$ cat config.mk
export PLATFORM = sky130hd
export DESIGN_NAME = alu_cmd_sequencer
export DESIGN_NICKNAME = d
export VERILOG_FILES = /design/src/rtl/alu_cmd_sequencer.sv
export SDC_FILE = /design/constraint.sdc
export NUM_CORES = 1
export LEC_CHECK = 0
export ABC_AREA = 1
export CAP_MARGIN = 30
export CORE_MARGIN = 3
export CORE_UTILIZATION = 46
export CTS_CLUSTER_DIAMETER = 120
export DETAILED_ROUTE_END_ITERATION = 12
export HOLD_SLACK_MARGIN = 0.1
export PLACE_DENSITY = 0.75
export SLEW_MARGIN = 20
export SYNTH_ARGS = -nofsm -noshare
export SYNTH_HDL_FRONTEND = slang
export SYNTH_SLANG_ARGS = --single-unit
$ cat constraint.sdc
create_clock -name i_clock -period 1.7 [get_ports i_clock]
set_clock_uncertainty 0.05 [all_clocks]
set_input_delay 0.34 -clock i_clock [delete_from_list [all_inputs] [get_ports i_clock]]
set_output_delay 0.34 -clock i_clock [all_outputs]
set_load 0.01 [all_outputs]
$ cat src/rtl/alu_cmd_sequencer.sv
// Byte-stream command sequencer: collects operand A, operand B and an opcode, drives the external ALU, returns the result.
// Define ALU_OPCODE_CHECK_EN to reject unsupported opcodes with a one-cycle o_error pulse.
module alu_cmd_sequencer #(
    parameter int NB_DATA        = 8,
    parameter int NB_OP          = 6,
    parameter int NB_TIMEOUT     = 16,
    parameter int TIMEOUT_CYCLES = 50000
) (
    input  logic               i_clock,
    input  logic               i_reset,
    input  logic [NB_DATA-1:0] i_rx_data,
    input  logic               i_rx_valid,
    output logic               o_rx_ready,
    output logic [NB_DATA-1:0] o_alu_data_a,
    output logic [NB_DATA-1:0] o_alu_data_b,
    output logic [NB_OP-1:0]   o_alu_op,
    input  logic [NB_DATA-1:0] i_alu_result,
    output logic [NB_DATA-1:0] o_tx_data,
    output logic               o_tx_valid,
    input  logic               i_tx_ready,
    output logic               o_busy,
    output logic               o_error
);

    typedef enum logic [2:0] {
        WAIT_A,
        WAIT_B,
        WAIT_OP,
        EXEC,
        SEND
    } state_t;

    localparam logic [NB_TIMEOUT-1:0] TIMEOUT_LAST = NB_TIMEOUT'(TIMEOUT_CYCLES - 1);
    localparam logic [NB_TIMEOUT-1:0] CNT_MAX      = '1;

    state_t                state;
    logic [NB_TIMEOUT-1:0] idle_cnt;
    logic                  rx_fire;
    logic                  timeout_hit;

    assign rx_fire     = i_rx_valid & o_rx_ready;
    assign timeout_hit = (idle_cnt == TIMEOUT_LAST);

`ifdef ALU_OPCODE_CHECK_EN
    function automatic logic is_legal(input logic [NB_OP-1:0] op);
        return op inside {NB_OP'(32), NB_OP'(34), NB_OP'(36), NB_OP'(37),
                          NB_OP'(38), NB_OP'(2), NB_OP'(3), NB_OP'(39)};
    endfunction
`else
    assign o_error = 1'b0;
`endif

    // Every output is registered, so each transition also sets the ready/busy flags of the state it enters.
    always_ff @(posedge i_clock or negedge i_reset) begin
        if (!i_reset) begin
            // NOTE: operand/opcode/result registers are cleared here too, so a reset mid-command leaves nothing stale.
            state        <= WAIT_A;
            idle_cnt     <= '0;
            o_rx_ready   <= 1'b0;
            o_busy       <= 1'b0;
            o_alu_data_a <= '0;
            o_alu_data_b <= '0;
            o_alu_op     <= '0;
            o_tx_data    <= '0;
            o_tx_valid   <= 1'b0;
`ifdef ALU_OPCODE_CHECK_EN
            o_error      <= 1'b0;
`endif
        end else begin
`ifdef ALU_OPCODE_CHECK_EN
            o_error <= 1'b0;
`endif
            case (state)
                WAIT_A: begin
                    // NOTE: non-blocking assignments everywhere; later ones in this block override earlier ones.
                    o_rx_ready <= 1'b1;
                    o_busy     <= 1'b0;
                    idle_cnt   <= '0;
                    if (rx_fire) begin
                        o_alu_data_a <= i_rx_data;
                        o_busy       <= 1'b1;
                        state        <= WAIT_B;
                    end
                end
                WAIT_B, WAIT_OP: begin
                    if (rx_fire) begin
                        idle_cnt <= '0;
                        if (state == WAIT_B) begin
                            o_alu_data_b <= i_rx_data;
                            state        <= WAIT_OP;
                        end else begin
`ifdef ALU_OPCODE_CHECK_EN
                            if (is_legal(i_rx_data[NB_OP-1:0])) begin
                                o_alu_op   <= i_rx_data[NB_OP-1:0];
                                o_rx_ready <= 1'b0;
                                state      <= EXEC;
                            end else begin
                                o_error <= 1'b1;
                                o_busy  <= 1'b0;
                                state   <= WAIT_A;
                            end
`else
                            o_alu_op   <= i_rx_data[NB_OP-1:0];
                            o_rx_ready <= 1'b0;
                            state      <= EXEC;
`endif
                        end
                    end else if (timeout_hit) begin
                        // A stalled partial command is dropped; the source restarts from operand A.
                        idle_cnt <= '0;
                        o_busy   <= 1'b0;
                        state    <= WAIT_A;
                    end else if (idle_cnt != CNT_MAX) begin
                        idle_cnt <= idle_cnt + NB_TIMEOUT'(1);
                    end
                end
                EXEC: begin
                    o_tx_data  <= i_alu_result;
                    o_tx_valid <= 1'b1;
                    state      <= SEND;
                end
                SEND: begin
                    if (i_tx_ready) begin
                        o_tx_valid <= 1'b0;
                        o_rx_ready <= 1'b1;
                        o_busy     <= 1'b0;
                        state      <= WAIT_A;
                    end
                end
                default: begin
                    o_tx_valid <= 1'b0;
                    o_rx_ready <= 1'b1;
                    o_busy     <= 1'b0;
                    idle_cnt   <= '0;
                    state      <= WAIT_A;
                end
            endcase
        end
    end

endmodule

# After elaboration in Yosys (flattened, before gate mapping)

Index checks and enable logic that the tools add are counted.

Register bits: 52
Input bits: 20
Logic and storage cells: 61

$add $sub $neg: 1
Equality and inequality tests: 14
Muxes and demuxes: 20
Bitwise gates (word level): 5
Reductions and logical operators: 12

Operators with widths:

| kind                                                                  | count |
|---|---|
| 16-bit two-way mux                                                    | 3 |
| 16-bit one-hot mux with 2 select lines                                | 1 |
| 16-bit by 1-bit adder with 16-bit output, second input constant       | 1 |
| 16-bit equality test, second input constant                           | 1 |
| 16-bit inequality test, second input constant                         | 1 |
| 3-bit two-way mux                                                     | 4 |
| 2-bit inequality test, second input constant                          | 6 |
| 3-bit one-hot mux with 4 select lines                                 | 1 |
| 3-bit AND reduction                                                   | 3 |
| 1-bit two-way mux                                                     | 8 |
| 4-bit AND reduction                                                   | 2 |
| 3-bit by 2-bit equality test with 1-bit output, second input constant | 2 |
| 1-bit one-hot mux with 3 select lines                                 | 2 |
| 2-bit AND reduction                                                   | 3 |
| 4-bit inequality test, second input constant                          | 1 |
| 1-bit NOT                                                             | 4 |
| 1-bit one-hot mux with 4 select lines                                 | 1 |
| 2-bit OR reduction                                                    | 2 |
| 3-bit by 1-bit equality test with 1-bit output, second input constant | 1 |
| 3-bit equality test, second input constant                            | 1 |
| 3-bit logical NOT                                                     | 1 |
| 3-bit inequality test, second input constant                          | 1 |
| 3-bit OR reduction                                                    | 1 |
| 1-bit AND                                                             | 1 |

# Logic depth before layout (Yosys ltp)

Gate-level depths: netlist (run 1).

Depth after elaboration: 5
Gate-level depth with buffers: 12

# Worst setup path after synthesis (run 1)

No wires, ideal clock.

Path type: register to register
Start: register idle_cnt[1]
End: register idle_cnt[15]
Library setup time: 115 ps
Data arrival time: 1416 ps
Data required time: 1535 ps
Path slack: 118 ps
Cell stages (with the launch flop): 10
Cells stage by stage: dfrtp_1 > ha_1 > nand3_4 > nor3_4 > nand3_2 > nand2_1 > nand2_2 > buf_6 > nand3_2 > nand2_2

Cells in the longest elaborated chain, start to end: 5
Elaborated cells on any way between the ends: 9

Ends and longest elaborated chain:

| item                                     | line | text |
|---|---|---|
| start, declared                          | 37   | `logic [NB_TIMEOUT-1:0] idle_cnt;` |
| start signal, assigned                   | 114  | `idle_cnt <= idle_cnt + NB_TIMEOUT'(1);` |
| 16-bit by 1-bit adder with 16-bit output | 114  |  |
| 16-bit two-way mux                       | 113  | `end else if (idle_cnt != CNT_MAX) begin` |
| 16-bit two-way mux                       | 108  | `end else if (timeout_hit) begin` |
| 16-bit two-way mux                       | 86   | `if (rx_fire) begin` |
| 16-bit one-hot mux with 2 select lines   | 73   | `case (state)` |

Several ways; a longest one is shown, not always the timed one. The select of a mux whose other input is x is not followed.
A chain may end at the register's enable or synchronous reset.

# Worst setup path after layout (run 1)

Start: register o_alu_data_a[1]
End: output port o_alu_data_a[1]

RTL lines:

| item                   | line | text |
|---|---|---|
| start, declared        | 14   | `output logic [NB_DATA-1:0] o_alu_data_a,` |
| start signal, assigned | 80   | `o_alu_data_a <= i_rx_data;` |

No word-level cell between the ends.

==> results of run 1 <==
==> metrics by stage <==
step / power, mW / std cells
global route: 5.90 / 468
CTS: 5.52 / 468
floorplan: 3.24 / 316
detailed placement: 4.59 / 459
global placement: 4.52 / 459
finish: 5.50 / 468
==> cell families (layout without fill, tap and decap cells) <==
logic type | after synthesis | after routing | synth area share
xor+xnor | 3 | 3 | 0.00976
fa+ha+maj | 1 | 1 | 0.00465
buf+inv | 48 | 128 | 0.0781
mux | 8 | 8 | 0.0335
flops | 52 | 52 | 0.483
simple gates | 160 | 160 | 0.296
compound gates | 43 | 43 | 0.0934
other cells | 1 | 1 | 0.00139
==> power groups by stage <==
stage,Combinational (mW),Clock (mW),Sequential [mW]
2_1_floorplan,1.16,0,2.08
3_3_place_gp,2.61,0,1.91
3_5_place_dp,2.67,0,1.92
4_1_cts,2.67,0.938,1.91
5_1_grt,2.93,0.992,1.97
6_report,2.67,0.919,1.91
==> area by class of cell <==
cell class / instances / area, sq um / share of cell area
flip-flops and latches: 52 / 1300 / 0.359
multi-input cells: 216 / 1200 / 0.330
clock inverters: 1 / 30.0 / 0.00828
clock buffers: 7 / 96.3 / 0.0266
well taps: 72 / 90.1 / 0.0248
inverters: 40 / 153 / 0.0421
repair buffers: 80 / 759 / 0.209
==> layer usage <==
layer,track usage,routed length (um)
met5,0,0
met2,0.339,3020
met3,0.0531,422
met4,0.0523,65
met1,0.282,2960
==> final timing paths <==
kind,from,to
min reg2reg,o_tx_valid,o_tx_valid
min in group asynchronous,i_reset,o_tx_valid
max in group asynchronous,i_reset,idle_cnt[10]
max,o_alu_data_a[1],o_alu_data_a[1]
max reg2reg,idle_cnt[7],o_busy
min,o_tx_valid,o_tx_valid
==> cells in the final DEF (no fill, tap or decap), drive strengths merged <==
master and count:
conb 1, nand3 29, dfrtp 52, inv 40, nand4 8, a21oi 4
bufinv 1, xor2 2, clkdlybuf4s50 50, nand2 86, ha 1, buf 28
nor3 5, clkbuf 7, o21ai 38, dlymetal6s2s 1, o211ai 1, nor2 30
xnor2 1, dlygate4sd3 1, or2 2, mux2 8
==> state kept, by name, indices dropped and copies added, names as in the netlist <==
signal,count
o_tx_valid,1
o_rx_ready,1
o_alu_op,6
state,3
o_tx_data,8
o_busy,1
idle_cnt,16
o_alu_data_a,8
o_alu_data_b,8
==> repair_timing <==
action / CTS / global route
gates resized for setup: 0 / 9
endpoints found under the hold margin: 52 / 0
endpoints found under the setup margin: 0 / 14
hold buffers: 1 / 0
==> Implementation_results.wiki, run 1 <==
{| class="wikitable"
! Metric !! Value
|-
| Library cell with the highest instance count after synthesis || sky130_fd_sc_hd__nand2_1
|-
| Design area || 0.00363 sq mm
|-
| Number of buffer and inverter instances along the worst setup path || 1
|-
| Top fanout value on the critical path || 2
|-
| CTS buffer count || 5
|-
| Element type at the critical path start || register
|-
| Maximum clock rate || between 0.6 and 0.7 GHz
|-
| Synth top area cells || sky130_fd_sc_hd__dfrtp_1 48%, sky130_fd_sc_hd__nand2_1 10%, sky130_fd_sc_hd__inv_1 5.0%, sky130_fd_sc_hd__o21ai_0 4.8%, sky130_fd_sc_hd__nand3_1 4.5%
|-
| Overall Global Routing Usage || 0.209
|-
| Setup slack after placement || -26.3 ps
|-
| Worst Setup Slack, final || 68.1 ps
|-
| Number of iterations in the first detailed-routing pass || 4
|-
| Synthesized Nets || 337
|-
| Wire length of the first global-routing pass || 11000 um
|-
| Vias post-DR || 2350
|-
| Kind of cell with the highest combined delay on the critical path || buffers and inverters
|-
| I/O pins || 54
|-
| # nets final || approximately 420
|-
| Worst reg-to-reg path cell count || 9
|-
| Maximum buffer depth of the clock tree || 2
|-
| Synthesis warning total || 0
|-
| Worst Path Arrival || between 1000 and 1500 ps
|-
| Fraction of synthesis flops using an asynchronous set or reset pin || 1.00
|-
| Max IR drop VDD || 1.02 mV
|-
| Largest net degree at the start of global routing || 29
|-
| Final estimated routing congestion in global placement || 0.863
|-
| Port buffer count || 52
|-
| Share of final-layout standard cells stronger than drive strength 1 || 0.217
|-
| Most frequent cells after synthesis || 75 x sky130_fd_sc_hd__nand2_1, 52 x sky130_fd_sc_hd__dfrtp_1, 36 x sky130_fd_sc_hd__inv_1
|-
| Number of synthesized flops with an enable pin || 0
|-
| Count of buffers added by post-CTS timing repair for setup || 0
|-
| Cell Area, Placed || 0.00347 sq mm
|-
| Req. time, crit path || 1310 ps
|-
| Overall routed net length || 6460 um
|-
| Number of design rule violations left after detail routing || 0
|-
| Antenna violations before repair || 0
|-
| Final hold slack || approximately 450 ps
|-
| Sequential-to-total area share from yosys stat || 0.483
|-
| Via density per instance || 5.02
|-
| Core footprint || approximately 0.0056 sq mm
|-
| Unrepaired setup endpoints after global routing || false
|-
| Reg-to-reg slack, setup || ~90 ps
|-
| Remaining number of nets flagged by the antenna check after routing || 0
|-
| Die span in x || between 80 and 90 um
|-
| Number of failing hold endpoints at the final stage || 0
|-
| Die Footprint || 0.00680 sq mm
|-
| Relative contribution of combinational cells to total power || 0.485
|-
| Number of inserted filler cells in the final layout || 473
|-
| Starting DRC count in detailed routing || 203
|-
| Total setup violations reported at the end of the flow || 0
|-
| Sequential share of power || 0.348
|-
| Total of flip-flops plus latches after synthesis || 52
|-
| Instance count on the critical path || 1
|-
| Final max-slew violation count || 0
|-
| H-tree level count || 2
|-
| Largest area contributor in the netlist || sky130_fd_sc_hd__dfrtp_1
|-
| Fin util || 0.651
|-
| Total of max-cap violations || 0
|-
| Fraction of synthesized cell area taken by the top area cell type || 0.483
|-
| Clock tree from TritonCTS || done
|-
| Synth-to-layout area growth || 34.8%
|-
| Ordered list of cells on the worst path || clkdlybuf4s50_1
|-
| Outcome || finished clean
|-
| Antenna cells || 0
|-
| Clock latency of the later-clocked register in the worst-skew pair || 300 ps
|-
| Relative contribution of the clock network to total power || 0.167
|-
| Number of unique standard cell types used by synthesis || 33
|-
| Clock tree root driver cell || sky130_fd_sc_hd__clkbuf_8
|-
| Cell Int Power || 3.51 mW
|-
| Number of global-route vias before repair || around 2300
|-
| Die Height || 82.5 um
|-
| Number of instances on the worst hold path || 2
|-
| Worst Path Class, Setup || register to primary output
|-
| Most instantiated flip-flop cell in the synthesis netlist || sky130_fd_sc_hd__dfrtp_1
|-
| Clock period minus worst slack || 1630 ps
|-
| Power density relative to cell area || 1520 mW/mm^2
|-
| Aggregate global routing overflow || 0
|-
| Post-synth design cell area || around 0.0027 sq mm
|-
| Post-Route Setup TNS || 0 ps
|-
| Starting Density || 0.483
|-
| Count of mapped cells out of synthesis || 316
|-
| Master of the slowest instance on the critical path || sky130_fd_sc_hd__clkdlybuf4s50_1
|-
| Average instance area after synthesis || 8.52 sq um
|-
| Sink Count || 52
|-
| Largest stage delay on the critical path || between 500 and 600 ps
|-
| Routed length per instance || around 14 um
|-
| CTS clk-pin slew, worst paths || 90 ps
|-
| Net switching fraction of the power || 0.362
|-
| Endpoint kind of the worst setup timing path || primary output
|-
| Class of the tightest hold or removal check || register to register
|-
| HPWL Detailed || 4930 um
|-
| Net Switching || 1.99 mW
|-
| Part of the cycle the worst path needs || 0.960
|-
| Static Leak || 1.70 nW
|-
| Cell Rows || 27
|}
(Power assumes the default switching activity.)
==> run 2: changes to the inputs <==
CORE_MARGIN = not set   (was 3)
==> run 2 against run 1 <==
  * Total power fell by 3.4%
  * First-iteration DRC count shrank 19%
  * Clock power decreased by 23%
  * Largest power group unchanged
  * Register-to-register slack better by 20 ps
  * Die area fell by 9.5%
  * Maximum frequency fell by 1.5%
  * Largest cell class unchanged
  * Sequential power about the same
  * Critical path type unchanged
  * Combinational power hardly changed
==> Implementation_results.wiki, run 2 (synthesized netlist as in run 1, its figures left out) <==
{| class="wikitable"
! Metric !! Value
|-
| Aggregate global routing overflow || 0
|-
| Endpoint kind of the worst setup timing path || primary output
|-
| # nets final || ~420
|-
| Core footprint || 0.00557 sq mm
|-
| Remaining number of nets flagged by the antenna check after routing || 0
|-
| CTS buffer count || 5
|-
| Cell Rows || 27
|-
| Antenna cells || 0
|-
| Largest stage delay on the critical path || 570 ps
|-
| Sink Count || 52
|-
| Most frequent cells in the layout || 74 x sky130_fd_sc_hd__nand2_1, 51 x sky130_fd_sc_hd__dfrtp_1, 51 x sky130_fd_sc_hd__clkdlybuf4s50_1
|-
| Number of global-route vias before repair || 2488
|-
| Number of buffer and inverter instances along the worst setup path || 1
|-
| Starting DRC count in detailed routing || 165
|-
| Sequential share of power || 0.361
|-
| Antenna violations before repair || 0
|-
| Clock latency of the later-clocked register in the worst-skew pair || roughly 300 ps
|-
| Synth-to-layout area growth || 33.9%
|-
| Worst Path Arrival || 1270 ps
|-
| Leading cell type in the layout, fill and taps excluded || sky130_fd_sc_hd__nand2_1
|-
| H-tree level count || 2
|-
| Clock tree root driver cell || sky130_fd_sc_hd__clkbuf_8
|-
| Die span in x || 78.5 um
|-
| Part of the cycle the worst path needs || 0.975
|-
| Number of flip-flops under the largest register name || 16
|-
| Die Footprint || 0.00616 sq mm
|-
| Master of the slowest instance on the critical path || sky130_fd_sc_hd__clkdlybuf4s50_1
|-
| Routed length per instance || around 14 um
|-
| Net switching fraction of the power || 0.380
|-
| Relative contribution of combinational cells to total power || 0.506
|-
| Via density per instance || between 5 and 6
|-
| Req. time, crit path || roughly 1300 ps
|-
| Worst Setup Slack, final || 42.8 ps
|-
| Number of design rule violations left after detail routing || 0
|-
| Worst Path Class, Setup || register to primary output
|-
| Final max-slew violation count || 0
|-
| Fin util || 0.646
|-
| Relative contribution of the clock network to total power || 0.132
|-
| Outcome || finished clean
|-
| Kind of cell with the highest combined delay on the critical path || buffers and inverters
|-
| Maximum buffer depth of the clock tree || 2
|-
| Cell Int Power || 3.29 mW
|-
| Beginning of the worst register-to-register path || idle_cnt[0]
|-
| Clock period minus worst slack || 1660 ps
|-
| Starting Density || 0.483
|-
| Beginning of the critical path || o_rx_ready
|-
| Post-layout total power || 5.32 mW
|-
| I/O pins || 54
|-
| Static Leak || approximately 1.7 nW
|-
| Unrepaired setup endpoints after global routing || false
|-
| Number of iterations in the first detailed-routing pass || 7
|-
| Max IR drop VDD || between 1 and 1.5 mV
|-
| Class of the tightest hold or removal check || register to register
|-
| Final estimated routing congestion in global placement || 0.904
|-
| Port buffer count || 52
|-
| Die Height || 78.5 um
|-
| Overall routed net length || 6540 um
|-
| Total setup violations reported at the end of the flow || 0
|-
| Clock tree from TritonCTS || done
|-
| Largest net degree at the start of global routing || 53
|-
| Maximum clock rate || a little over 0.6 GHz
|-
| Count of buffers added by post-CTS timing repair for setup || 0
|-
| Top fanout value on the critical path || 3
|-
| Ordered list of cells on the worst path || clkdlybuf4s50_1
|-
| Overall Global Routing Usage || 0.233
|-
| Worst hold start || o_tx_valid
|-
| Wire length of the first global-routing pass || 11300 um
|-
| Total of max-cap violations || 0
|-
| Element type at the critical path start || register
|-
| Power density relative to cell area || 1480 mW/mm^2
|-
| Vias post-DR || about 2400
|-
| Setup slack after placement || -9.96 ps
|-
| Net Switching || 2.02 mW
|-
| Number of failing hold endpoints at the final stage || 0
|-
| Register name with the most flops || idle_cnt
|-
| HPWL Detailed || 4830 um
|-
| CTS clk-pin slew, worst paths || ~90 ps
|-
| Share of final-layout standard cells stronger than drive strength 1 || 0.215
|}
## run 2: changes by cell type in the layout (fill, tap and decap cells not counted), sizes merged
cell	before	now
bufinv	1	0
clkinv	0	1
clkinvlp	0	1
clkbuf	7	6
clkdlybuf4s50	50	51
dlymetal6s2s	1	0
buf	28	27
## run 2: final timing paths
| check | end | slack, ps | depth (start not counted) |
|---|---|---|---|
| setup / recovery | o_rx_ready | 40 | 1 |
| hold / removal | o_tx_valid | 440 | 2 |
| setup reg to reg | idle_cnt[13] | 110 | 9 |
| hold reg to reg | o_tx_valid | 440 | 2 |
| max in group asynchronous | idle_cnt[12] | 860 | 3 |
| min in group asynchronous | idle_cnt[6] | 480 | 3 |
## run 2: layout make-up
class                   count  area, sq um
fillers                   477         1970
multi-input cells         216         1210
clock inverters             2         16.3
well taps                  72         90.1
flip-flops and latches     52         1300
repair buffers             79          762
clock buffers               6         72.6
inverters                  40          153
## run 2: stage by stage
step / instances / hold slack [ps] / cell area, sq um / TNS [ps]
after floorplan: 316 / -5.59 / 2690 / 0
after global placement: 458 / 305 / 3470 / 0
after detailed placement: 458 / 303 / 3470 / -24.4
after CTS: 467 / 447 / 3570 / 0
after global routing: 467 / 473 / 3600 / 0
final: 467 / 437 / 3600 / 0
## run 2: power groups by stage
stage / logic (mW) / registers (mW) / clock network [mW]
after floorplan: 1.16 / 2.08 / 0
after global placement: 2.60 / 1.91 / 0
after detailed placement: 2.67 / 1.93 / 0
after CTS: 2.68 / 1.91 / 0.730
after global routing: 2.94 / 1.97 / 0.774
final: 2.69 / 1.92 / 0.704
## run 2: routing by layer
layer,GRT usage,up-vias,part of all wire
li1,-,1163,-
met1,0.284,1142,0.42
met2,0.408,72,0.50
met3,0.0581,6,0.069
met4,0.0648,0,0.0078
met5,0,-,0
## run 2: repair_timing
action | 4_1_cts | 5_1_grt
resized for setup | 0 | 9
setup endpoints to repair | 0 | 14
endpoints found under the hold margin | 52 | 0
hold buffers | 1 | 0
==> run 3: changes to the inputs <==
CORE_UTILIZATION = 45   (was 46)
PLACE_DENSITY = 0.74   (was 0.75)
SKIP_LAST_GASP = 1   (was not set)
==> run 3 against run 2 <==
  * Clock-buffer cell count shrank 1
  * Flip-flop and latch count is the same
  * Worst hold slack gained 3.1 ps
  * Register-to-register slack worse by 30 ps
  * Critical path depth stayed put
  * Worst setup slack better by 27 ps
  * Via count increased by 0.25%
  * Core utilization shrank 0.37 points
  * Non-clock buffer count grew 4
  * Largest cell class unchanged
==> Implementation_results.wiki, run 3 (synthesized netlist as in run 1, its figures left out) <==
{| class="wikitable"
! Metric !! Value
|-
| Clock period minus worst slack || 1630 ps
|-
| Routed length per instance || ~13 um
|-
| Die span in x || between 70 and 80 um
|-
| Net Switching || 1.97 mW
|-
| Endpoint kind of the worst setup timing path || primary output
|-
| Worst Path Arrival || roughly 1200 ps
|-
| I/O pins || 54
|-
| Max IR drop VDD || 0.895 mV
|-
| Most used routing layer in global routing || met2
|-
| Synth-to-layout area growth || 34.7%
|-
| Static Leak || between 1.5 and 2 nW
|-
| Number of iterations in the first detailed-routing pass || 4
|-
| Most frequent cells in the layout || 75 x sky130_fd_sc_hd__nand2_1, 51 x sky130_fd_sc_hd__clkdlybuf4s50_1, 50 x sky130_fd_sc_hd__dfrtp_1
|-
| Req. time, crit path || 1310 ps
|-
| Number of global-route vias before repair || ~2400
|-
| Setup slack after placement || -37.3 ps
|-
| Top fanout value on the critical path || 3
|-
| Overall Global Routing Usage || 0.223
|-
| Part of the cycle the worst path needs || 0.959
|-
| Element type at the critical path start || register
|-
| Die Footprint || 0.00629 sq mm
|-
| Power density relative to cell area || 1450 mW/mm^2
|-
| Via density per instance || roughly 5.1
|-
| Ordered list of cells on the worst path || clkdlybuf4s50_1
|-
| CTS clk-pin slew, worst paths || 90 ps
|-
| Largest stage delay on the critical path || 550 ps
|-
| Die Height || 79.3 um
|-
| Total of max-cap violations || 0
|-
| H-tree level count || 2
|-
| CTS buffer count || 5
|-
| Leading cell type in the layout, fill and taps excluded || sky130_fd_sc_hd__nand2_1
|-
| Share of final-layout standard cells stronger than drive strength 1 || 0.224
|-
| GR met1 Demand/Resource || 0.283
|-
| Post-Route Setup TNS || 0 ps
|-
| Final max-slew violation count || 0
|-
| Port buffer count || 52
|-
| Wire length of the first global-routing pass || roughly 11000 um
|-
| Remaining number of nets flagged by the antenna check after routing || 0
|-
| Starting DRC count in detailed routing || 89
|-
| Clock tree from TritonCTS || done
|-
| Maximum buffer depth of the clock tree || 2
|-
| Largest net degree at the start of global routing || 53
|-
| Worst Setup Slack, final || roughly 70 ps
|-
| Relative contribution of the clock network to total power || 0.132
|-
| Beginning of the worst register-to-register path || idle_cnt[0]
|-
| Number of failing hold endpoints at the final stage || 0
|-
| Met2 Use GR || 0.366
|-
| Net switching fraction of the power || 0.376
|-
| Master of the slowest instance on the critical path || sky130_fd_sc_hd__clkdlybuf4s50_1
|-
| Maximum clock rate || 0.614 GHz
|-
| Sequential share of power || 0.364
|-
| Unrepaired setup endpoints after global routing || true
|-
| Number of instances on the worst hold path || 2
|-
| Worst Path Class, Setup || register to primary output
|-
| Number of buffer and inverter instances along the worst setup path || 1
|-
| Clock tree root driver cell || sky130_fd_sc_hd__clkbuf_8
|-
| Global Route met3 Usage || 0.0621
|-
| Starting Density || 0.477
|-
| Clock latency of the later-clocked register in the worst-skew pair || 300 ps
|-
| Worst hold start || o_tx_valid
|-
| Class of the tightest hold or removal check || register to register
|-
| Sink Count || 52
|-
| Vias post-DR || 2389
|-
| Cell Rows || 27
|-
| Antenna cells || 0
|-
| Relative contribution of combinational cells to total power || 0.503
|-
| Core footprint || 0.00564 sq mm
|-
| Outcome || finished clean
|-
| Antenna violations before repair || 0
|-
| Endpoint of the worst-slack reg-to-reg timing path || o_busy
|-
| Number of design rule violations left after detail routing || 0
|-
| HPWL Detailed || approximately 4700 um
|-
| Cell Int Power || about 3.3 mW
|-
| Worst min-delay path endpoint || o_tx_valid
|-
| Register name with the most flops || idle_cnt
|-
| # nets final || between 400 and 500
|-
| Aggregate global routing overflow || 0
|-
| Kind of cell with the highest combined delay on the critical path || buffers and inverters
|-
| Overall routed net length || 6270 um
|-
| Number of flip-flops under the largest register name || 16
|-
| Total setup violations reported at the end of the flow || 0
|-
| Final estimated routing congestion in global placement || 0.884
|-
| Reg-to-reg slack, setup || 80 ps
|-
| Worst reg-to-reg path cell count || 10
|}
-- run 3: what timing repair did --
action                                  4_1_cts  5_1_grt
endpoints found under the setup margin        0       18
setup buffers                                 0        2
gates resized for setup                       0       10
endpoints found under the hold margin        52        0
hold buffers                                  1        0
-- run 3: worst max-delay path by stage --
stage                 from         endpoint  cells after the start
3_3_place_gp    i_rx_valid      o_alu_op[3]                      7
6_report        o_rx_ready       o_rx_ready                      1
5_1_grt        idle_cnt[1]           o_busy                     10
4_1_cts        idle_cnt[0]      idle_cnt[1]                     10
2_1_floorplan  idle_cnt[1]     idle_cnt[15]                      9
3_5_place_dp    i_rx_valid  o_alu_data_b[6]                      8
-- run 3: area by class of cell --
| cell class | instances | area, sq um |
|---|---|---|
| multi-input combinational | 216 | 1200 |
| clock inverter | 2 | 16.3 |
| inverter | 40 | 153 |
| fill | 479 | 2020 |
| tap | 72 | 90.1 |
| sequential | 52 | 1300 |
| timing repair buffer | 83 | 792 |
| clock buffer | 5 | 68.8 |
-- run 3: power by group through the flow --
stage	Clock, mW	Combinational (mW)	Sequential, mW
after floorplan	0	1.16	2.08
after global routing	0.766	2.90	1.96
final	0.693	2.64	1.91
after CTS	0.717	2.65	1.91
after global placement	0	2.58	1.91
after detailed placement	0	2.64	1.92
-- run 3: through the flow --
stage                     hold slack, ps  cells   util  cell area, sq um  total power [mW]
after floorplan                    -5.59    316      -              2690              3.24
after global placement               307    461  0.619              3490              4.50
after detailed placement             303    461  0.619              3490              4.56
after CTS                            435    469  0.636              3590              5.27
after global routing                 464    470  0.643              3630              5.63
final                                440    470  0.643              3630              5.24
-- run 3: worst register-to-register path: stages, from the launching register on --
cell and delay [ps]:
sky130_fd_sc_hd__dfrtp_1 400, sky130_fd_sc_hd__ha_4 170, sky130_fd_sc_hd__nand3_4 100, sky130_fd_sc_hd__buf_6 140, sky130_fd_sc_hd__nor2_4 90, sky130_fd_sc_hd__nand2_4 70, sky130_fd_sc_hd__buf_4 140, sky130_fd_sc_hd__nand2_1 60
sky130_fd_sc_hd__nand2_1 50, sky130_fd_sc_hd__o21ai_0 170, sky130_fd_sc_hd__nand2_1 70
-- run 3: per-layer routing --
metal | up-vias | share of wire
li1 | 1176 | -
met1 | 1130 | 0.45
met2 | 73 | 0.47
met3 | 10 | 0.066
met4 | 0 | 0.016
met5 | - | 0
